[config.mk]
export PLATFORM = sky130hd
export DESIGN_NAME = rr_step_arbiter_flat
export DESIGN_NICKNAME = d
export VERILOG_FILES = /design/src/rtl/rr_step_arbiter_if.sv /design/src/rtl/rr_step_arbiter.sv /design/src/flat_wrapper.sv
export SDC_FILE = /design/constraint.sdc
export NUM_CORES = 1
export LEC_CHECK = 0
export ABC_CLOCK_PERIOD_IN_PS = 2600
export CAP_MARGIN = 20
export CORE_UTILIZATION = 47
export CTS_CLUSTER_SIZE = 16
export DETAILED_ROUTE_END_ITERATION = 10
export HOLD_SLACK_MARGIN = 0.1
export PLACE_DENSITY = 0.85
export SLEW_MARGIN = 40
export SYNTH_ARGS = -nofsm -noshare
export SYNTH_HDL_FRONTEND = slang
export SYNTH_SLANG_ARGS = --single-unit
[constraint.sdc]
create_clock -name clk -period 2.6 [get_ports clk]
set_input_delay 0.52 -clock clk [delete_from_list [all_inputs] [get_ports clk]]
set_output_delay 0.52 -clock clk [all_outputs]
set_load 0.02 [all_outputs]
[src/rtl/rr_step_arbiter_if.sv]
// Requester-side bundle of the round-robin step arbiter: requests and step strobes
// flow in, and the grant, owner, hold count and forwarded step flow back out.
interface rr_step_arbiter_if #(
  parameter int N_REQ = 4,
  parameter int ID_W  = 2
);
  logic [N_REQ-1:0] req;
  logic [N_REQ-1:0] step_req;
  logic [N_REQ-1:0] gnt;
  logic [ID_W-1:0]  owner;
  logic             busy;
  logic             step_x;
  logic [3:0]       hold_cnt;

  modport master (
    output req,
    output step_req,
    input  gnt,
    input  owner,
    input  busy,
    input  step_x,
    input  hold_cnt
  );

  modport slave (
    input  req,
    input  step_req,
    output gnt,
    output owner,
    output busy,
    output step_x,
    output hold_cnt
  );
endinterface

[src/rtl/rr_step_arbiter.sv]
// Round-robin arbiter that shares one step-counting datapath among four requesters.
// Each grant is bounded in length and is followed by a one-cycle quiet gap.
module rr_step_arbiter #(
  parameter int N_REQ    = 4,
  parameter int ID_W     = 2,
  parameter int MAX_HOLD = 8
) (
  input logic              clk,
  input logic              rst,
  rr_step_arbiter_if.slave bus
);

  typedef enum logic [1:0] {
    IDLE    = 2'b00,
    GRANT   = 2'b01,
    RELEASE = 2'b10
  } state_t;

  localparam logic [3:0]       HOLD_LAST = 4'(MAX_HOLD - 1);
  localparam logic [N_REQ-1:0] GNT_ONE   = N_REQ'(1);

  state_t           state_q, state_d;
  logic [N_REQ-1:0] gnt_q, gnt_d;
  logic [ID_W-1:0]  owner_q, owner_d;
  logic [ID_W-1:0]  ptr_q, ptr_d;
  logic             busy_q, busy_d;
  logic [3:0]       hold_q, hold_d;

  logic             win_found;
  logic [ID_W-1:0]  win_idx;
  logic [ID_W-1:0]  scan_idx;
  logic             release_now;

  // Scan from ptr upward, wrapping, and keep the first requester found.
  always_comb begin
    win_found = 1'b0;
    win_idx   = ptr_q;
    scan_idx  = ptr_q;
    for (int k = 0; k < N_REQ; k++) begin
      scan_idx = ptr_q + ID_W'(k);
      if (!win_found && bus.req[scan_idx]) begin
        win_found = 1'b1;
        win_idx   = scan_idx;
      end
    end
  end

  assign release_now = !bus.req[owner_q] || (hold_q == HOLD_LAST);

  always_comb begin
    state_d = state_q;
    gnt_d   = gnt_q;
    owner_d = owner_q;
    ptr_d   = ptr_q;
    busy_d  = busy_q;
    hold_d  = hold_q;

    case (state_q)
      IDLE, RELEASE: begin
        gnt_d  = '0;
        busy_d = 1'b0;
        hold_d = '0;
        if (win_found) begin
          state_d = GRANT;
          owner_d = win_idx;
          gnt_d   = GNT_ONE << win_idx;
          busy_d  = 1'b1;
        end else begin
          state_d = IDLE;
        end
      end

      // Requests from other requesters never pre-empt the current owner.
      GRANT: begin
        if (release_now) begin
          state_d = RELEASE;
          gnt_d   = '0;
          busy_d  = 1'b0;
          hold_d  = '0;
          ptr_d   = owner_q + ID_W'(1);
        end else begin
          hold_d = hold_q + 4'd1;
        end
      end

      default: begin
        state_d = IDLE;
        gnt_d   = '0;
        busy_d  = 1'b0;
        hold_d  = '0;
      end
    endcase
  end

  always_ff @(posedge clk) begin
    if (rst) begin
      state_q <= IDLE;
      gnt_q   <= '0;
      owner_q <= '0;
      ptr_q   <= '0;
      busy_q  <= 1'b0;
      hold_q  <= '0;
    end else begin
      state_q <= state_d;
      gnt_q   <= gnt_d;
      owner_q <= owner_d;
      ptr_q   <= ptr_d;
      busy_q  <= busy_d;
      hold_q  <= hold_d;
    end
  end

  // The step strobe is gated only by registered state, so it cannot glitch on arbitration.
  assign bus.gnt      = gnt_q;
  assign bus.owner    = owner_q;
  assign bus.busy     = busy_q;
  assign bus.hold_cnt = hold_q;
  assign bus.step_x   = (state_q == GRANT) & bus.step_req[owner_q];

  a_gnt_onehot: assert property (@(posedge clk) disable iff (rst)
    $onehot0(gnt_q));

  a_busy_match: assert property (@(posedge clk) disable iff (rst)
    busy_q == (|gnt_q));

  a_step_busy: assert property (@(posedge clk) disable iff (rst)
    bus.step_x |-> busy_q);

  a_hold_bound: assert property (@(posedge clk) disable iff (rst)
    hold_q <= HOLD_LAST);

  a_single_gap: assert property (@(posedge clk) disable iff (rst)
    (state_q == RELEASE) |=> (state_q != RELEASE));

  a_owner_stable: assert property (@(posedge clk) disable iff (rst)
    (state_q == GRANT && state_d == GRANT) |=> (owner_q == $past(owner_q)));

endmodule

[src/flat_wrapper.sv]
// flat-port wrapper written by rule: the top's interface ports become plain ports
module rr_step_arbiter_flat 
#(
  parameter int N_REQ    = 4,
  parameter int ID_W     = 2,
  parameter int MAX_HOLD = 8
)
  (clk, rst, bus_req, bus_step_req, bus_gnt, bus_owner, bus_busy, bus_step_x, bus_hold_cnt);
  rr_step_arbiter_if #(.N_REQ(N_REQ), .ID_W(ID_W)) bus_i ();
  input logic clk;
  input logic rst;
  input wire logic [$bits(bus_i.req)-1:0] bus_req;
  input wire logic [$bits(bus_i.step_req)-1:0] bus_step_req;
  output wire logic [$bits(bus_i.gnt)-1:0] bus_gnt;
  output wire logic [$bits(bus_i.owner)-1:0] bus_owner;
  output wire logic [$bits(bus_i.busy)-1:0] bus_busy;
  output wire logic [$bits(bus_i.step_x)-1:0] bus_step_x;
  output wire logic [$bits(bus_i.hold_cnt)-1:0] bus_hold_cnt;
  assign bus_i.req = bus_req;
  assign bus_i.step_req = bus_step_req;
  assign bus_gnt = bus_i.gnt;
  assign bus_owner = bus_i.owner;
  assign bus_busy = bus_i.busy;
  assign bus_step_x = bus_i.step_x;
  assign bus_hold_cnt = bus_i.hold_cnt;
  rr_step_arbiter #(.N_REQ(N_REQ), .ID_W(ID_W), .MAX_HOLD(MAX_HOLD)) u_core (.clk(clk), .rst(rst), .bus(bus_i));
endmodule
# [Yosys cells after proc, flatten, opt, wreduce, memory -nomap -nowiden]
# Cells that the tools add are included.
[word_totals] ff_bits=15 inputBits=10 output_inout_bits=12 word_cells=64
[classes] add_sub_neg=5 magnitude_cmp=5 eq_ne=4 shift=1 n_mux=28 bitwise=2 reduce_logical=13
[ops] operator="less-than comparator 2 x 3 -> 1 bit, second input constant" count=5
[ops] operator="2-to-1 mux 1 bit" count=13
[ops] operator="binary-select mux 1 bit (select 2 bit)" count=6
[ops] operator="2-to-1 mux 2 bit" count=4
[ops] operator="2-to-1 mux 4 bit" count=2
[ops] operator="case mux 4 bit (2 select lines)" count=1
[ops] operator="adder 2 x 1 -> 2 bit, second input constant" count=2
[ops] operator="adder 2 bit, second input constant" count=2
[ops] operator="adder 4 x 1 -> 4 bit, second input constant" count=1
[ops] operator="equality test 4 x 3 -> 1 bit, second input constant" count=1
[ops] operator="logical NOT 1 bit" count=4
[ops] operator="case mux 2 bit (2 select lines)" count=1
[ops] operator="AND reduction 2 bit" count=2
[ops] operator="<< shifter 1 x 2 -> 4 bit, first input constant" count=1
[ops] operator="logical AND 1 bit" count=3
[ops] operator="OR reduction 3 bit" count=1
[ops] operator="equality test 2 x 1 -> 1 bit, second input constant" count=1
[ops] operator="equality test 2 bit, second input constant" count=1
[ops] operator="logical NOT 2 bit" count=1
[ops] operator="!= test 2 x 1 -> 1 bit, second input constant" count=1
[ops] operator="case mux 1 bit (2 select lines)" count=1
[ops] operator="OR reduction 2 bit" count=1
[ops] operator="bitwise AND 1 bit" count=1
[ops] operator="logical OR 1 bit" count=1
[ops] operator="NOT 1 bit" count=1

# [Depth between registers and ports, before layout]
[logic_depth] word_depth=15 mapped_depth=5 ltp_nobuf=5

# [Least setup slack after synthesis]
# Ideal clock, no wire load.
[synth_timing] kind="reg-to-output" start="register u_core.owner_q[0] (netlist: u_core.bus.owner[0])" end="output bus_step_x" arrival_ps=1258 required_time_ps=2080 path_slack_ps=822 path_stages_with_launch=3 n_path_buf=0 path_cell_list="dfxtp_1 -> mux4_2 -> nor2b_1"
[synth_via] elab_chain_cells=3
[synth_lines] item="start: declaration" line="rr_step_arbiter.sv:24" text="logic [ID_W-1:0] owner_q, owner_d;"
[synth_lines] item="start signal: assignment" line="rr_step_arbiter.sv:106" text="owner_q <= owner_d;"
[synth_lines] item="binary-select mux 1 bit (select 2 bit)" line="rr_step_arbiter.sv:118" text="assign bus.step_x = (state_q == GRANT) & bus.step_req[owner_q];"
[synth_lines] item="2-to-1 mux 1 bit (not written as such)" line="rr_step_arbiter.sv:118"
[synth_lines] item="bitwise AND 1 bit" line="rr_step_arbiter.sv:118"
[synth_lines] item="end: declaration" line="flat_wrapper.sv:17" text="output wire logic [$bits(bus_i.step_x)-1:0] bus_step_x;"
# No other way between the ends. The select of a mux whose other input is x is not followed.

# [Final worst setup path]
[layout_timing] start="input bus_step_req[3]" end="output bus_step_x"
[layout_via] elab_chain_cells=3
[layout_lines] item="start: declaration" line="flat_wrapper.sv:13" text="input wire logic [$bits(bus_i.step_req)-1:0] bus_step_req;"
[layout_lines] item="binary-select mux 1 bit (select 2 bit)" line="rr_step_arbiter.sv:118"
[layout_lines] item="2-to-1 mux 1 bit (not written as such)" line="rr_step_arbiter.sv:118"
[layout_lines] item="bitwise AND 1 bit" line="rr_step_arbiter.sv:118"
# No other way between the ends. The select of a mux whose other input is x is not followed.

==> results <==
- The flow ran to the end, and the final reports show no timing, DRC or antenna violations.
- The root cell of the clock tree is sky130_fd_sc_hd__clkbuf_4.
- Input and output buffers added on the ports amount to 21.
- The portion of total power attributed to sequential cells is 0.488.
- The analysis attributes to net switching a power of 147 uW.
- After detailed routing, the wire length on met1 is 661 um.
- The top fanout value on the critical path is 1.
- After synthesis, the most frequently instantiated cells are 14 x sky130_fd_sc_hd__dfxtp_1, 6 x sky130_fd_sc_hd__nor2_1, 5 x sky130_fd_sc_hd__a21oi_1, 4 x sky130_fd_sc_hd__a32o_1, 4 x sky130_fd_sc_hd__nand2_1.
- The worst hold slack after final layout is 0.472 ns.
- After filler insertion, the fill cell instance count of the layout stands at 108.
- The area of the die is 1650 um2.
- The internal power of the cells is 354 uW.
- The clock period could shrink to 2.56 ns.
- The family with the most delay on the worst path is buffers and inverters.
- The total DRC errors in the routed layout is 0.
- The share of the synthesized netlist area taken by xor and xnor gates is 0.0376.
- Setup repair after global routing left no endpoint under its margin.
- The die height is 40.6 um.
- The highest attainable clock frequency is 390 MHz.
- Of the total power, the clock network draws 0.240.
- The switching power as a share of total power is 0.293.
- The placed instances occupy a cell area of 931 um2.
- The multiplexer area fraction after synthesis is 0.100.
- The total number of H-tree levels is 1.
- Headroom to the max-slew limit came out at 0.734.
- The count of antenna diodes in the layout is 0.
- Between clock sinks in the finished design, the worst skew comes to 0.00185 ns.
- Tracing the worst setup path back leads to its startpoint at bus_step_req[3].
- Walking the worst path, the cells encountered are clkdlybuf4s50_1, mux4_2, nor2b_1, clkdlybuf4s50_1.
- The via count of the first global-routing pass is 538.
- The number of cells traversed by the worst register-to-register path is 4.
- The count of pins over their slew limit is 0.
- The largest total area in the synthesized netlist belongs to sky130_fd_sc_hd__dfxtp_1.
- Buffers added to address setup during post-CTS repair amount to 0.
- The part of the cycle the worst path needs is 0.985.
- The average routed wire per standard cell is 13.5 um.
- The sum of negative setup slack is 0 ns.
- The final antenna-violating net count is 0.
- Routed signal wires occupy layers up through met4.
- The adder and majority cell fraction of the synthesized area is 0.0179.
- During synthesis, Yosys emitted a total of 0 warnings.
- The quantity of hold-fixing buffers added after cts is 0.
- The analysis attributes to cell leakage a power of 0.379 nW.
- Entering global routing, the biggest net connects 11 pins.
- The hold-critical path depth is 1.
- Summed over all layers, the global routing overflow is 0.
- After synthesis, the share of flip-flops with an asynchronous set or reset is 0.
- In this run the horizontal extent of the chip is 40.6 um.
- The distinct cell type count after synthesis is 36.
- For this run, the register share of the synthesized area comes to 0.401.
- In this run the worst hold path is classified as flip-flop to flip-flop.
- The slowest stage of the critical path belongs to the cell sky130_fd_sc_hd__clkdlybuf4s50_1.
- After clock tree synthesis, the clock-pin slew on the worst setup and hold paths is 0.08 ns.
- After synthesis, the mean cell area works out to 9.99 um2.
- For this design the ratio of total power to cell area is 525 nW/um2.
- Synthesis inferred 14 register bits.
- The global-route wire length before repair is 2210 um.
- Using the TritonRoute via totals, the vias-per-cell ratio works out to 5.83.
- The worst-case clock buffer depth is 2.
- 22 I/O pins were placed.
- Counting both buffers and inverters, the worst setup path holds a total of 2.
- The combinational family with the most area after synthesis is simple AND/OR/NAND/NOR gates.
- The routed layout has 636 vias.
- The clock buffer count from CTS is 3.
- The basic-gate share of the synthesized area counting and, or, nand and nor cells is 0.229.
- Max-cap violations in this run came to 0.
- At the pin with the least slew margin, the transition time is 0.398 ns.
- In this run the register-to-register setup slack is 0.83 ns.
- STA classifies the critical path startpoint as an input pin.
- TritonCTS built the clock tree.
- After the first detailed-routing iteration, the DRC count stood at 11.
- The initial core utilization is 0.518.
- The required time of the critical path is 2.08 ns.
- The global placement routability congestion is 0.828.
- The HPWL after detailed placement is 1120 um.
- The synthesized netlist net count is 81.
- The count of clock tree sinks is 14.
- For this run, the detailed router's first-pass iteration total came to 4.
- The number of gates given a new drive strength after cts is 0.
- Setup violations remaining at the end of the flow were counted as 0.
- The arrival time reported for the critical path endpoint is 2.04 ns.
- The number of standard cells after synthesis is 70.
- The hold violation total from the final report came to 0.
- For this run, the leading register cell type out of synthesis is sky130_fd_sc_hd__dfxtp_1.
- For this block, the routed nets add up to 1470 um of wire.
- The post-route standard cell area excluding fillers is 953 um2.
- The combinational fraction of design power is 0.272.
- On the worst path, the slowest cell contributes a delay of 0.54 ns.
- The compound-gate portion of the synthesized area is 0.202.
- After synthesis, the cell types taking the most area are sky130_fd_sc_hd__dfxtp_1 40%, sky130_fd_sc_hd__a32o_1 5.7%, sky130_fd_sc_hd__mux4_1 3.8%.
- Counting flops with a built-in enable in the synthesized netlist gives 0.
- The cell with the most instances after synthesis is sky130_fd_sc_hd__dfxtp_1.
- The total standard cell area after synthesis is 699 um2.
- The type of the setup path with the least slack is input pin to primary output.
- The net count reported at finish is 107.
- After floorplanning, the core was sized to cover 1350 um2.
- The worst hold path terminates at u_core.bus.gnt[1].
- The fraction of layout instances using a drive strength above 1 is 0.128.
- The overall fraction of global-route tracks in use is 0.210.
- The number of antenna violations at the first check in global routing is 0.
- The worst register-to-register path ends at u_core.state_q[0].
- The clock latency at the later pin of the worst-skew pair is 0.28 ns.
- The row count is 13.
- The nature of the critical path endpoint is a primary output.
- The largest vdd supply drop is 0.268 mV.
- The launch point of the worst hold path is u_core.bus.gnt[1].
- The fraction of synthesized cell area taken by the top area cell type is 0.401.
- The routed length on met2 is 727 um.
- The total length of routed met3 wires is 51 um.
- In this run the critical register-to-register path is launched from u_core.bus.owner[0].
- The synthesis-to-layout area growth is 36.3%.
- The most repeated library cell on the critical path is sky130_fd_sc_hd__clkdlybuf4s50_1.
sequential cells by signal, summed over array words and instances, names as in the netlist:
register / cells
u_core.bus.gnt: 4
u_core.bus.hold_cnt: 4
u_core.bus.owner: 2
u_core.ptr_q: 2
u_core.state_q: 2
worst max-delay path by stage:
stage               cells after the start         end  slack, ns
floorplan                               2  bus_step_x       0.82
global placement                        4  bus_step_x       0.05
detailed placement                      4  bus_step_x       0.04
CTS                                     4  bus_step_x       0.04
global route                            4  bus_step_x      0.004
finish                                  4  bus_step_x       0.04
per-stage QoR:
stage                     utilization  worst slack [ns]  power, mW  cells
final                           0.706            0.0379      0.501    109
after global placement          0.690            0.0456      0.382    106
after global routing            0.706           0.00354      0.528    109
after floorplan                     -             0.822      0.329     70
after CTS                       0.706            0.0354      0.504    109
after detailed placement        0.690            0.0418      0.385    106
cell families after synthesis:
family / Yosys count
AO/OA/AOI/OAI: 19
adder cells (fa/ha/maj): 1
buffers and inverters: 2
flip-flops: 14
XOR/XNOR: 3
multiplexers: 4
AND/OR/NAND/NOR: 27
power groups by stage:
stage	logic, mW	clock network [mW]	registers [mW]
5_1_grt	0.148	0.134	0.247
4_1_cts	0.136	0.123	0.245
2_1_floorplan	0.0692	0	0.260
3_5_place_dp	0.135	0	0.250
3_3_place_gp	0.134	0	0.249
6_report	0.136	0.120	0.244
cell type report:
cell class,count,area [um2],share of cell area
Timing Repair Buffer,22,218,0.228
Multi-Input combinational cell,54,410,0.430
Sequential cell,14,280,0.294
Inverter,1,3.75,0.00394
Clock buffer,3,22.5,0.0236
Tap cell,15,18.8,0.0197
per-layer routing:
metal | vias to the layer above | GRT usage
li1 | 315 | -
met1 | 298 | 0.255
met2 | 19 | 0.345
met3 | 4 | 0.0500
met4 | 0 | 0.100
met5 | - | 0
placed cells by master, fill, tap and decap left out, drive strengths merged, types with 2 or more instances in the layout:
cell type,synthesis,final
o21ai,2,2
clkbuf,0,3
mux4,2,2
a32o,4,4
and2,2,2
xor2,2,2
nor3,2,2
clkdlybuf4s50,0,21
nand2,4,4
a21o,3,3
nor2b,2,2
and2b,2,2
nor4,3,3
dfxtp,14,14
a21oi,5,5
nor2,6,6
Note: power is estimated with default switching activity, not from simulation.
